--- config.mk ---
export PLATFORM = sky130hd
export DESIGN_NAME = seg7_capture_decoder
export DESIGN_NICKNAME = d
export VERILOG_FILES = /design/src/rtl/seg7_pkg.sv /design/src/rtl/seg7_glyph_decode.sv /design/src/rtl/seg7_capture_decoder.sv
export SDC_FILE = /design/constraint.sdc
export NUM_CORES = 1
export LEC_CHECK = 0
export CORE_MARGIN = 10
export CORE_UTILIZATION = 30
export CTS_BUF_LIST = sky130_fd_sc_hd__clkbuf_2 sky130_fd_sc_hd__clkbuf_4 sky130_fd_sc_hd__clkbuf_8
export DETAILED_ROUTE_END_ITERATION = 12
export PLACE_DENSITY_LB_ADDON = 0.1
export SYNTH_ARGS = -nofsm -noshare
export SYNTH_HDL_FRONTEND = slang
export SYNTH_HIERARCHICAL = 1
export SYNTH_SLANG_ARGS = --single-unit
--- constraint.sdc ---
create_clock -name clk -period 5.2 [get_ports clk]
set_clock_uncertainty 0.1 [all_clocks]
set_input_delay 1.56 -clock clk [delete_from_list [all_inputs] [get_ports clk]]
set_output_delay 1.56 -clock clk [all_outputs]
set_load 0.005 [all_outputs]
--- src/rtl/seg7_pkg.sv ---
// Shared constants for the 7-segment capture path: segment bit positions on the bus,
// glyph patterns (gfedcba order) and event kinds.
package seg7_pkg;

  // Bit positions on the seg bus, {g,f,e,d,a,b,dp,c} from MSB to LSB
  localparam int SEG_G  = 7;
  localparam int SEG_F  = 6;
  localparam int SEG_E  = 5;
  localparam int SEG_D  = 4;
  localparam int SEG_A  = 3;
  localparam int SEG_B  = 2;
  localparam int SEG_DP = 1;
  localparam int SEG_C  = 0;

  localparam logic [6:0] GLYPH_0 = 7'h3F;
  localparam logic [6:0] GLYPH_1 = 7'h06;
  localparam logic [6:0] GLYPH_2 = 7'h5B;
  localparam logic [6:0] GLYPH_3 = 7'h4F;
  localparam logic [6:0] GLYPH_4 = 7'h66;
  localparam logic [6:0] GLYPH_5 = 7'h6D;
  localparam logic [6:0] GLYPH_6 = 7'h7D;
  localparam logic [6:0] GLYPH_7 = 7'h07;
  localparam logic [6:0] GLYPH_8 = 7'h7F;
  localparam logic [6:0] GLYPH_9 = 7'h6F;
  localparam logic [6:0] GLYPH_A = 7'h77;
  localparam logic [6:0] GLYPH_B = 7'h7C;
  localparam logic [6:0] GLYPH_C = 7'h39;
  localparam logic [6:0] GLYPH_D = 7'h5E;
  localparam logic [6:0] GLYPH_E = 7'h79;
  localparam logic [6:0] GLYPH_F = 7'h71;

  localparam logic [1:0] EVT_VALUE   = 2'd0;
  localparam logic [1:0] EVT_BLANK   = 2'd1;
  localparam logic [1:0] EVT_ILLEGAL = 2'd2;

  typedef enum logic {TRK_IDLE, TRK_TRACK} trk_state_t;

  // Reorder the bus lines into the gfedcba pattern the glyph table uses
  function automatic logic [6:0] seg_to_pattern(input logic [7:0] s);
    return {s[SEG_G], s[SEG_F], s[SEG_E], s[SEG_D], s[SEG_C], s[SEG_B], s[SEG_A]};
  endfunction

endpackage

--- src/rtl/seg7_glyph_decode.sv ---
// Combinational glyph decoder: gfedcba pattern to nibble, with legal/blank flags.
module seg7_glyph_decode
  import seg7_pkg::*;
(
  input  logic [6:0] pattern,
  output logic [3:0] nibble,
  output logic       legal,
  output logic       blank
);

  always_comb begin
    nibble = '0;
    legal  = 1'b1;
    blank  = 1'b0;
    case (pattern)
      GLYPH_0: nibble = 4'h0;
      GLYPH_1: nibble = 4'h1;
      GLYPH_2: nibble = 4'h2;
      GLYPH_3: nibble = 4'h3;
      GLYPH_4: nibble = 4'h4;
      GLYPH_5: nibble = 4'h5;
      GLYPH_6: nibble = 4'h6;
      GLYPH_7: nibble = 4'h7;
      GLYPH_8: nibble = 4'h8;
      GLYPH_9: nibble = 4'h9;
      GLYPH_A: nibble = 4'hA;
      GLYPH_B: nibble = 4'hB;
      GLYPH_C: nibble = 4'hC;
      GLYPH_D: nibble = 4'hD;
      GLYPH_E: nibble = 4'hE;
      GLYPH_F: nibble = 4'hF;
      7'h00: begin
        legal = 1'b0;
        blank = 1'b1;
      end
      default: legal = 1'b0;
    endcase
  end

endmodule

--- src/rtl/seg7_capture_decoder.sv ---
// Monitors a multiplexed 7-segment bus, debounces each digit pattern, keeps per-digit
// decoded state and reports accepted changes through a single-entry valid/ready event.
module seg7_capture_decoder
  import seg7_pkg::*;
#(
  parameter int NUM_DIGITS    = 4,
  parameter int STABLE_CYCLES = 3
) (
  input  logic                    clk,
  input  logic                    reset,
  input  logic [7:0]              seg,
  input  logic [NUM_DIGITS-1:0]   dig_sel,
  input  logic                    clr_err,
  output logic [4*NUM_DIGITS-1:0] value,
  output logic [NUM_DIGITS-1:0]   dp_out,
  output logic [NUM_DIGITS-1:0]   digit_valid,
  output logic [NUM_DIGITS-1:0]   digit_blank,
  output logic                    err_sticky,
  output logic [2:0]              err_digit,
  output logic                    ovf_sticky,
  output logic                    evt_valid,
  input  logic                    evt_ready,
  output logic [2:0]              evt_digit,
  output logic [3:0]              evt_nibble,
  output logic [1:0]              evt_kind
);

  localparam logic [3:0] STABLE    = 4'(STABLE_CYCLES);
  localparam logic [3:0] STABLE_M1 = 4'(STABLE_CYCLES - 1);

  logic [7:0]            seg_q;
  logic [NUM_DIGITS-1:0] sel_q;
  logic                  sel_onehot;
  logic [2:0]            sel_idx;

  trk_state_t state, state_nxt;
  logic [2:0] trk_idx, trk_idx_nxt;
  logic [7:0] trk_pat, trk_pat_nxt;
  logic [3:0] cnt, cnt_nxt;
  logic       accept;

  logic [3:0] dec_nib;
  logic       dec_legal, dec_blank, trk_dp;
  logic [3:0] cur_nib;
  logic       cur_dp, cur_vld, cur_blk;
  logic       changed, new_evt, drop_evt, load_evt;
  logic [1:0] new_kind;

  always_ff @(posedge clk) begin
    if (reset) begin
      seg_q <= '0;
      sel_q <= '0;
    end else begin
      seg_q <= seg;
      sel_q <= dig_sel;
    end
  end

  assign sel_onehot = (sel_q != '0) && ((sel_q & (sel_q - 1'b1)) == '0);

  always_comb begin
    sel_idx = '0;
    for (int i = 0; i < NUM_DIGITS; i++)
      if (sel_q[i]) sel_idx = 3'(i);
  end

  always_ff @(posedge clk) begin
    if (reset) begin
      state   <= TRK_IDLE;
      trk_idx <= '0;
      trk_pat <= '0;
      cnt     <= '0;
    end else begin
      state   <= state_nxt;
      trk_idx <= trk_idx_nxt;
      trk_pat <= trk_pat_nxt;
      cnt     <= cnt_nxt;
    end
  end

  always_comb begin
    state_nxt   = state;
    trk_idx_nxt = trk_idx;
    trk_pat_nxt = trk_pat;
    cnt_nxt     = cnt;
    accept      = 1'b0;
    case (state)
      TRK_IDLE: begin
        if (sel_onehot) begin
          state_nxt   = TRK_TRACK;
          trk_idx_nxt = sel_idx;
          trk_pat_nxt = seg_q;
          cnt_nxt     = 4'd1;
        end
      end
      default: begin
        if (!sel_onehot) begin
          state_nxt = TRK_IDLE;
          cnt_nxt   = '0;
        end else if (sel_idx != trk_idx || seg_q != trk_pat) begin
          trk_idx_nxt = sel_idx;
          trk_pat_nxt = seg_q;
          cnt_nxt     = 4'd1;
        end else begin
          // Fires once on the final counting step; saturation keeps it from refiring
          if (cnt == STABLE_M1) accept = 1'b1;
          if (cnt != STABLE) cnt_nxt = cnt + 4'd1;
        end
      end
    endcase
  end

  seg7_glyph_decode u_decode (
    .pattern (seg_to_pattern(trk_pat)),
    .nibble  (dec_nib),
    .legal   (dec_legal),
    .blank   (dec_blank)
  );

  assign trk_dp = trk_pat[SEG_DP];

  always_comb begin
    cur_nib = '0;
    cur_dp  = 1'b0;
    cur_vld = 1'b0;
    cur_blk = 1'b0;
    for (int k = 0; k < NUM_DIGITS; k++) begin
      if (trk_idx == 3'(k)) begin
        cur_nib = value[4*k +: 4];
        cur_dp  = dp_out[k];
        cur_vld = digit_valid[k];
        cur_blk = digit_blank[k];
      end
    end
  end

  always_comb begin
    changed  = 1'b1;
    new_kind = EVT_ILLEGAL;
    if (dec_legal) begin
      changed  = {dec_nib, trk_dp, 2'b10} != {cur_nib, cur_dp, cur_vld, cur_blk};
      new_kind = EVT_VALUE;
    end else if (dec_blank) begin
      changed  = {cur_nib, trk_dp, 2'b01} != {cur_nib, cur_dp, cur_vld, cur_blk};
      new_kind = EVT_BLANK;
    end
  end

  assign new_evt  = accept && changed;
  assign drop_evt = new_evt && evt_valid && !evt_ready;
  assign load_evt = new_evt && (!evt_valid || evt_ready);

  always_ff @(posedge clk) begin
    if (reset) begin
      value       <= '0;
      dp_out      <= '0;
      digit_valid <= '0;
      digit_blank <= '0;
      err_sticky  <= 1'b0;
      err_digit   <= '0;
      ovf_sticky  <= 1'b0;
      evt_valid   <= 1'b0;
      evt_digit   <= '0;
      evt_nibble  <= '0;
      evt_kind    <= '0;
    end else begin
      for (int k = 0; k < NUM_DIGITS; k++) begin
        if (accept && trk_idx == 3'(k)) begin
          if (dec_legal) begin
            value[4*k +: 4] <= dec_nib;
            dp_out[k]       <= trk_dp;
            digit_valid[k]  <= 1'b1;
            digit_blank[k]  <= 1'b0;
          end else if (dec_blank) begin
            dp_out[k]      <= trk_dp;
            digit_valid[k] <= 1'b0;
            digit_blank[k] <= 1'b1;
          end else begin
            digit_valid[k] <= 1'b0;
          end
        end
      end

      if (accept && !dec_legal && !dec_blank) begin
        err_sticky <= 1'b1;
        err_digit  <= trk_idx;
      end else if (clr_err) begin
        err_sticky <= 1'b0;
      end

      if (drop_evt) ovf_sticky <= 1'b1;
      else if (clr_err) ovf_sticky <= 1'b0;

      if (load_evt) begin
        evt_valid  <= 1'b1;
        evt_digit  <= trk_idx;
        evt_nibble <= dec_legal ? dec_nib : 4'h0;
        evt_kind   <= new_kind;
      end else if (evt_valid && evt_ready) begin
        evt_valid <= 1'b0;
      end
    end
  end

endmodule
==> results.cfg <==
[outcome]
status = finished clean

[logic_synthesis]
netlist_instances = 400
seq_area_frac_synth = 0.381
synth-seq-cells = 68
synth_area_sq_um = 3570
synth_cell_types = 65
synth_area_leaders = dfxtp_1, mux2i_1, a21oi_1
synth_top_area_frac = 0.381
ys_async_sr_fraction = 0
synth_flop_cell = dfxtp_1
synth_area_per_cell_sq_um = 8.93
synth-edff-count = 0
synth_largest_area_cell = dfxtp_1
ys_warn_count = 6

[clocking]
cts_made_buffers = 9
clk_latency_ns = 0.37
cts-htree-levels = 3
cts-root-buf = clkbuf_8
cts_resized = 0
cts_setup_buffers = 0
tritoncts = done
holdBufCountCts = 0
clkTransAtPathRegs_ns = 0.08
clock-sinks = 68
cts_buffer_depth = 2

[worst_setup_path]
slowest_delay_ns = 0.70
endpoint_kind = flop
critPathSlowestCell = dfxtp_1
crit_type = flop to flop
setup.worst_path.start_class = flop
r2r-start = trk_pat[0]
worstPathBufferInverterCount = 1
cp.required_ns = 5.37
cp_cell_sequence = and4bb_1 > o31ai_2 > a311oi_1 > or3_1 > inv_1 > nor2_1 > and3_1 > o2111ai_1 > nand4b_1 > mux2_4
crit_arrival_ns = 3.88
reg2reg_depth = 10
cp_max_fo = 19
worstSetupStartpoint = trk_pat[0]
cp.depth = 10
cp_top_family = simple AND/OR/NAND/NOR gates

[floorplan]
die_x_microns = 129
die_h_microns = 129
start_util = 0.310
core_sq_um = 11500
io_pins = 59
dieArea_sq_um = 16700
row_count = 39

[placed_design]
place_congestion = 0.797
dp.cells = 571
hpwl_mm = 7.30
io_buffer_count = 56
pre_cts_slack_ns = 1.52
dpl_cell_area_sq_um = 4170

[layout]
stdcell_count = 587
final-seq-area_sq_um = 1360
layout_common_cells = dfxtp_1, clkdlybuf4s50_1, a21oi_1
drive_gt1_frac = 0.0946
n_antenna_cell = 0
syn_to_final_growth_pct = 22.5
final_util = 0.380
multi_input_area_sq_um = 2020
num-fill-cells = 1185
final_cell_area_sq_um = 4370
final_common_cell = dfxtp_1
fin_nets = 457

[min_path]
holdPathStages = 2
min-delay-path-class = flop to flop
worstHoldStart = err_digit[0]

[timing]
hold_viol = 0
final.setup.tns_ns = 0
tightestPinTransition_ns = 0.904
drv_slew = 0
setup_slack_ns = 1.49
slew_headroom = 0.397
fmax_mhz = 270
rsz0062_at_grt = false
whs_ns = 0.370
setup_viol = 0
min_period_over_period = 0.713
min_period_ns = 3.71

[grt]
grt.busiest_layer = met2
grt-ovfl-total = 0
grt_pass1_vias = 3088
gr-usage-met1 = 0.154
grt_pass1_wl_mm = 16.5
grt_max_degree = 49
grtUsageTotal = 0.126
gr-usage-met2 = 0.201
use_met3 = 0.0416
antenna_found_initial = 0

[route]
vias = 3057
drt-vias-per-instance = 5.21
routed_wl_mm = 10.3
drtAntennaViolNets = 0
routedWlPerCell_microns = 17.6
route.detailed.drc = 0
drtIter0Drc = 268
firstDrtPassIters = 4

[power]
p_leak_nw = 1.47
p_sw_frac = 0.280
clock_power_share = 0.396
internal-power_uw = 843
irDropWorstVdd_uv = 191
power.density_nw_per_um2 = 268
p_total_mw = 1.17
p_comb_frac = 0.124
p_switching_uw = 328
seqPwrFrac = 0.479

[run]
drv_cap = 0
==> area by class of cell <==
type,instances,share of cell area
well taps,143,0.0409
inverters,4,0.00343
repair buffers,61,0.136
multi-input cells,295,0.462
flip-flops and latches,68,0.311
clock inverters,4,0.0109
clock buffers,12,0.0363
==> state kept, by name, summed over array words and instances (netlist names), 4 cells and up <==
signal,count
value,16
seg_q,8
trk_pat,8
cnt,4
digit_blank,4
digit_valid,4
dp_out,4
evt_nibble,4
sel_q,4
==> tightest hold or removal path, cell delays in order (launching register included) <==
cell     delay, ns
dfxtp_1       0.32
nand2_1       0.05
a21oi_1       0.05
==> kinds of logic after synthesis <==
group                    Yosys count  synth area share
AO/OA/AOI/OAI                     94             0.161
XOR/XNOR                          17            0.0417
adder cells (fa/ha/maj)            2           0.00700
buffers and inverters             38            0.0546
flip-flops                        68             0.381
multiplexers                      25            0.0904
other                              1           0.00105
AND/OR/NAND/NOR                  155             0.263
==> cell usage after synthesis (6+ instances only) <==
cell type and n:
xnor2_1 15, o21ai_1 6, mux2i_1 18, a21oi_1 35
nor2b_1 17, nand2b_1 17, nor3_1 12, buf_2 9
nand2_1 14, o21ai_0 23, nand3_1 30, nor2_1 24
dfxtp_1 68, clkbuf_1 17
==> layer usage <==
| layer | vias up | part of all wire |
|---|---|---|
| li1 | 1529 | - |
| met1 | 1448 | 0.45 |
| met2 | 69 | 0.47 |
| met3 | 11 | 0.064 |
| met4 | 0 | 0.014 |
| met5 | - | 0 |
==> power by group through the flow <==
stage | clock network (mW) | registers [mW] | logic, mW
floorplan | 0 | 0.554 | 0.120
global placement | 0 | 0.573 | 0.146
detailed placement | 0 | 0.573 | 0.146
CTS | 0.481 | 0.561 | 0.147
global route | 0.500 | 0.565 | 0.160
finish | 0.464 | 0.561 | 0.146
==> final timing paths <==
check / end / slack [ns]
setup / recovery: evt_kind[0] / 1.49
hold / removal: err_digit[0] / 0.37
setup reg to reg: evt_kind[0] / 1.49
hold reg to reg: err_digit[0] / 0.37
(Power assumes the default switching activity.)
